`config.mk`:
```
export PLATFORM = sky130hd
export DESIGN_NAME = store_buffer
export DESIGN_NICKNAME = d
export VERILOG_FILES = /design/src/rtl/store_buffer_pkg.sv /design/src/rtl/store_align.sv /design/src/rtl/store_buffer.sv
export SDC_FILE = /design/constraint.sdc
export NUM_CORES = 1
export LEC_CHECK = 0
export CAP_MARGIN = 20
export CORE_ASPECT_RATIO = 1.5
export CORE_MARGIN = 2
export CORE_UTILIZATION = 40
export CTS_BUF_LIST = sky130_fd_sc_hd__clkbuf_16
export DETAILED_ROUTE_END_ITERATION = 7
export GPL_TIMING_DRIVEN = 0
export PLACE_DENSITY = 0.66
export SLEW_MARGIN = 0
export SYNTH_ARGS = -nofsm -noshare
export SYNTH_HDL_FRONTEND = slang
export SYNTH_HIERARCHICAL = 1
export SYNTH_SLANG_ARGS = --single-unit
```
`constraint.sdc`:
```
create_clock -name clk -period 6.8 [get_ports clk]
set_input_delay 1.02 -clock clk [delete_from_list [all_inputs] [get_ports clk]]
set_output_delay 1.02 -clock clk [all_outputs]
set_load 0.01 [all_outputs]
```
`src/rtl/store_buffer_pkg.sv`:
```
// Shared bus widths, store-size encodings, drain FSM states and the buffered-store
// entry layout.
package store_buffer_pkg;

  localparam int unsigned ADDR_BUS    = 32;
  localparam int unsigned DATA_BUS    = 32;
  localparam int unsigned MEM_SEL_BUS = 4;
  localparam int unsigned WADDR_W     = ADDR_BUS - 2;

  localparam logic [MEM_SEL_BUS-1:0] SEL_BYTE = 4'b0001;
  localparam logic [MEM_SEL_BUS-1:0] SEL_HALF = 4'b0011;
  localparam logic [MEM_SEL_BUS-1:0] SEL_WORD = 4'b1111;

  typedef enum logic {
    STB_IDLE  = 1'b0,
    STB_WRITE = 1'b1
  } stb_state_e;

  typedef struct packed {
    logic [WADDR_W-1:0]     waddr;
    logic [DATA_BUS-1:0]    data;
    logic [MEM_SEL_BUS-1:0] sel;
  } stb_entry_t;

endpackage

```
`src/rtl/store_align.sv`:
```
// Places a right-justified store value into RAM byte lanes and generates the
// matching byte-select. Flags misaligned or illegal-size requests.
module store_align
  import store_buffer_pkg::*;
(
  input  logic [1:0]             addr_lo,
  input  logic [DATA_BUS-1:0]    data_in,
  input  logic [MEM_SEL_BUS-1:0] sel_in,
  output logic [DATA_BUS-1:0]    data_out,
  output logic [MEM_SEL_BUS-1:0] sel_out,
  output logic                   err
);

  always_comb begin
    data_out = '0;
    sel_out  = '0;
    err      = 1'b0;
    case (sel_in)
      SEL_BYTE: begin
        data_out = {4{data_in[7:0]}};
        sel_out  = SEL_BYTE << addr_lo;
      end
      SEL_HALF: begin
        data_out = {2{data_in[15:0]}};
        if (addr_lo[0]) err = 1'b1;
        else            sel_out = addr_lo[1] ? 4'b1100 : SEL_HALF;
      end
      SEL_WORD: begin
        data_out = data_in;
        if (addr_lo != 2'b00) err = 1'b1;
        else                  sel_out = SEL_WORD;
      end
      default: err = 1'b1;
    endcase
  end

endmodule

```
`src/rtl/store_buffer.sv`:
```
// Small FIFO of lane-aligned stores drained to the data RAM over valid/ack, with
// a conservative word-address alias check for the load in MEM.
module store_buffer
  import store_buffer_pkg::*;
#(
  parameter int unsigned DEPTH = 2
) (
  input  logic                   clk,
  input  logic                   rst,
  input  logic                   st_valid,
  input  logic [ADDR_BUS-1:0]    st_addr,
  input  logic [DATA_BUS-1:0]    st_data,
  input  logic [MEM_SEL_BUS-1:0] st_sel,
  output logic                   st_ready,
  output logic                   st_addr_err,
  input  logic [ADDR_BUS-1:0]    ld_addr,
  output logic                   ld_hit,
  output logic                   busy,
  output logic                   ram_write_en,
  output logic [ADDR_BUS-1:0]    ram_addr,
  output logic [DATA_BUS-1:0]    ram_write_data,
  output logic [MEM_SEL_BUS-1:0] ram_write_sel,
  input  logic                   ram_ack
);

  localparam int unsigned PTR_W = (DEPTH > 1) ? $clog2(DEPTH) : 1;
  localparam int unsigned CNT_W = PTR_W + 1;

  logic [PTR_W-1:0] head_q, head_d, tail_q, tail_d;
  logic [CNT_W-1:0] count_q, count_d;
  stb_state_e       state_q, state_d;
  stb_entry_t       mem_q [DEPTH];
  stb_entry_t       mem_d [DEPTH];

  logic [DATA_BUS-1:0]    al_data;
  logic [MEM_SEL_BUS-1:0] al_sel;
  logic                   al_err;
  logic                   enq, deq;
  stb_entry_t             head_entry;
  logic                   unused_ld_lo;

  store_align u_align (
    .addr_lo  (st_addr[1:0]),
    .data_in  (st_data),
    .sel_in   (st_sel),
    .data_out (al_data),
    .sel_out  (al_sel),
    .err      (al_err)
  );

  assign st_ready     = (count_q != CNT_W'(DEPTH));
  assign st_addr_err  = al_err;
  assign enq          = st_valid && st_ready && !al_err;
  assign deq          = (state_q == STB_WRITE) && ram_ack;
  assign unused_ld_lo = ^ld_addr[1:0];

  // FIFO bookkeeping and drain FSM next state
  always_comb begin
    head_d  = head_q;
    tail_d  = tail_q;
    count_d = count_q;
    mem_d   = mem_q;
    state_d = state_q;
    if (enq) begin
      mem_d[tail_q] = '{waddr: st_addr[ADDR_BUS-1:2], data: al_data, sel: al_sel};
      tail_d        = tail_q + PTR_W'(1);
    end
    if (deq) head_d = head_q + PTR_W'(1);
    case ({enq, deq})
      2'b10:   count_d = count_q + CNT_W'(1);
      2'b01:   count_d = count_q - CNT_W'(1);
      default: count_d = count_q;
    endcase
    case (state_q)
      STB_IDLE:  if (count_d != '0) state_d = STB_WRITE;
      STB_WRITE: if (count_d == '0) state_d = STB_IDLE;
      default:   state_d = STB_IDLE;
    endcase
  end

  always_ff @(posedge clk or posedge rst) begin
    if (rst) begin
      head_q  <= '0;
      tail_q  <= '0;
      count_q <= '0;
      state_q <= STB_IDLE;
      for (int i = 0; i < int'(DEPTH); i++) mem_q[i] <= '0;
    end else begin
      head_q  <= head_d;
      tail_q  <= tail_d;
      count_q <= count_d;
      state_q <= state_d;
      mem_q   <= mem_d;
    end
  end

  // RAM port shows the head entry only while writing; zeros otherwise
  assign head_entry     = mem_q[head_q];
  assign ram_write_en   = (state_q == STB_WRITE);
  assign ram_addr       = ram_write_en ? {head_entry.waddr, 2'b00} : '0;
  assign ram_write_data = ram_write_en ? head_entry.data : '0;
  assign ram_write_sel  = ram_write_en ? head_entry.sel : '0;
  assign busy           = (count_q != '0);

  // An entry is live when its distance from head is below count
  always_comb begin
    logic [PTR_W-1:0] off;
    ld_hit = 1'b0;
    off    = '0;
    for (int unsigned i = 0; i < DEPTH; i++) begin
      off = PTR_W'(i) - head_q;
      if ((CNT_W'(off) < count_q) && (mem_q[i].waddr == ld_addr[ADDR_BUS-1:2]))
        ld_hit = 1'b1;
    end
  end

endmodule

```
==> out/metrics.cfg <==
[status]
status = finished, final reports clean

[clock_network]
clockBufferDepth = 2
cts_root_buf = clkbuf_16
numClockSinks = 137
cts_buffers = 17
cts-resized-gates = 0
clkTransAtPathRegs_ns = 0.06
insertion_delay_ns = 0.42
cts_setup_buffers = 0
cts_tree = yes
cts_hold_buf = 0
h-tree-depth = 4

[placement]
pre_cts_slack_ns = 2.51
dpl.hpwl_mm = 16.7
numPortBuffers = 170
gp_congestion = 0.897

[global_routing]
grt_antenna_before_repair = 0
grt_max_degree = 78
grt_usage_pct = 21.6
gr-total-overflow = 0
grt_pass1_wl_mm = 34.4
grt_pass1_vias = 6210

[sta]
setup_viol = 0
rsz0062_at_grt = no
skew_ns = 0.00911
setup_ws_ns = 2.48
max_slew.worst_pin.slew_ns = 0.746
hold_viol_final = 0
period_share_pct = 63.6
max-slew-margin-rel_pct = 50.3
max_freq_mhz = 231
fin_crit_ns = 4.32
tns_ns = 0
drv_slew = 0

[critical_path]
cp-end-kind = primary output
worstPathArrival_ns = 3.30
start_kind = input pin
crit_required_ns = 5.78
worst-path-max-fanout = 2
path_class = input pin to primary output

[power_and_ir_drop]
p_comb_share_pct = 42.4
clkPwrFrac_pct = 25.0
power.share.switching_pct = 33.2
intPower_mw = 2.73
p_leak_nw = 4.71
irDropWorstVdd_v = 0.000248
power_density_nw_per_um2 = 387
switching_power_mw = 1.36
p_seq_share_pct = 32.6

[layout]
syn_to_final_growth_pct = 34.5
antenna_cells = 0
finalNetCount = 915
fill_cells = 1683
mostFrequentLayoutCells = 170 x clkdlybuf4s50_1, 137 x dfrtp_1, 89 x mux2_2
layout-drive-gt1-share_pct = 25.4
layout_commonest_cell = clkdlybuf4s50_1

[synth]
dominantRegCellSynth = dfrtp_1
synth.cell_area_um2 = 7850
synth_top_area_share_pct = 43.7
postSynthCellCount = 619
synth_largest_area_cell = dfrtp_1
yosys-top-cells-area = dfrtp_1 44%, mux2_2 13%, mux2i_1 9.4%
ys_ff_latch = 137
synthArstFlopShare_pct = 100
yosysWarnings = 6
syn_area_per_cell_um2 = 12.7
yosysSeqAreaShare_pct = 43.7
synth_cell_type_count = 48
synth_edf_count = 0

[routing]
drc = 0
antenna_left = 0
routedWlPerCell_um = 20.4
viasPerCell = 5.15
wl_met1_mm = 8.36
drtIter0Drc = 300
wl_met3_mm = 1.38
via_count = 5550
routed.top_layer = met4
finalWirelength_mm = 21.9
dr.pass1.iters = 5
met2_length_mm = 11.5

[hold_path]
hp-class = flop to flop

[floorplanning]
die_area_um2 = 20800
die_y_um = 176
initial_utilization_pct = 41.0
die_x_um = 118
io_pins = 177
core_um2 = 19200
rows = 62

[run]
maxCapViolCount = 0

## metal layers
metal,vias up,global-route usage [%]
met5,-,0
met4,0,9.08
met3,40,5.81
met2,210,38.7
met1,2737,24.0
li1,2563,-
## flip-flops by register name (all words and copies together), names as in the netlist
name and flops:
head_q 1, tail_q 1, mem_q 132, count_q 2, ram_write_en 1
## through the flow
| step | total power [mW] | utilization [%] | instance area, um^2 | hold slack (ns) | std cells |
|---|---|---|---|---|---|
| 5_1_grt | 4.30 | 55.1 | 10600 | 0.505 | 1078 |
| 3_5_place_dp | 3.09 | 51.7 | 9910 | 0.474 | 1047 |
| 4_1_cts | 4.13 | 55.1 | 10600 | 0.487 | 1078 |
| 3_3_place_gp | 3.05 | 51.5 | 9870 | 0.466 | 1046 |
| 2_1_floorplan | 2.33 | - | 7850 | 0.457 | 620 |
| 6_report | 4.09 | 55.1 | 10600 | 0.485 | 1078 |
## power by group through the flow
stage                     Combinational [mW]  Clock, mW  Sequential, mW
final                                   1.73       1.02            1.33
after CTS                               1.76       1.04            1.33
after detailed placement                1.74          0            1.35
after global placement                  1.73          0            1.32
after global routing                    1.85       1.08            1.37
after floorplan                         1.05          0            1.28
## path summary, 6_finish.rpt
kind	from	end	slack [ns]	cells after the start
max in group asynchronous	rst	mem_q[84]	4.92	3
max reg2reg	ram_write_en	ram_write_en	4.68	7
min reg2reg	mem_q[90]	mem_q[90]	0.48	1
max	ld_addr[2]	ld_hit	2.48	7
min	mem_q[90]	mem_q[90]	0.48	1
min in group asynchronous	rst	mem_q[102]	1.12	2
## final cells by class
cell class,instances,area (um^2),area share [%]
multi-input cells,439,4120,39.0
flip-flops and latches,137,3430,32.5
repair buffers,171,1730,16.4
clock buffers,17,425,4.03
well taps,256,320,3.03
plain buffers,42,297,2.81
clock inverters,14,221,2.10
inverters,2,12.5,0.119
## cells in the mapped netlist (3+ instances only)
cell type  number
dfrtp_1       137
mux2_2         89
mux2i_1        74
nor2b_1        67
mux2_4         40
xnor2_1        37
xor2_1         30
buf_2          14
buf_6          12
clkbuf_1       10
nand3_1        10
nand4_1        10
o22ai_1        10
nand2_1         9
a21boi_0        8
a22o_1          8
nor4_1          7
o2bb2ai_2       7
buf_4           4
mux2_1          3
or2_2           3
## worst max-delay path, stage by stage
cell and delay [ns]:
clkdlybuf4s50_1 0.46, xnor2_1 0.47, nand4_1 0.21, nor4_1 0.27, nand4_1 0.16, o41ai_1 0.10
clkdlybuf4s50_1 0.62
## cells by family after synthesis
| family | after synthesis | synth area share, % |
|---|---|---|
| muxes | 206 | 30.3 |
| DFF | 137 | 43.7 |
| and+or+nand+nor | 123 | 9.76 |
| xor gates and xnor gates | 67 | 7.48 |
| buffers and inverters | 44 | 3.87 |
| AOI/OAI and AO/OA | 40 | 4.72 |
| adders and majority gates | 1 | 0.159 |
| other | 1 | 0.0478 |
Power figures use the tool's default switching activity.
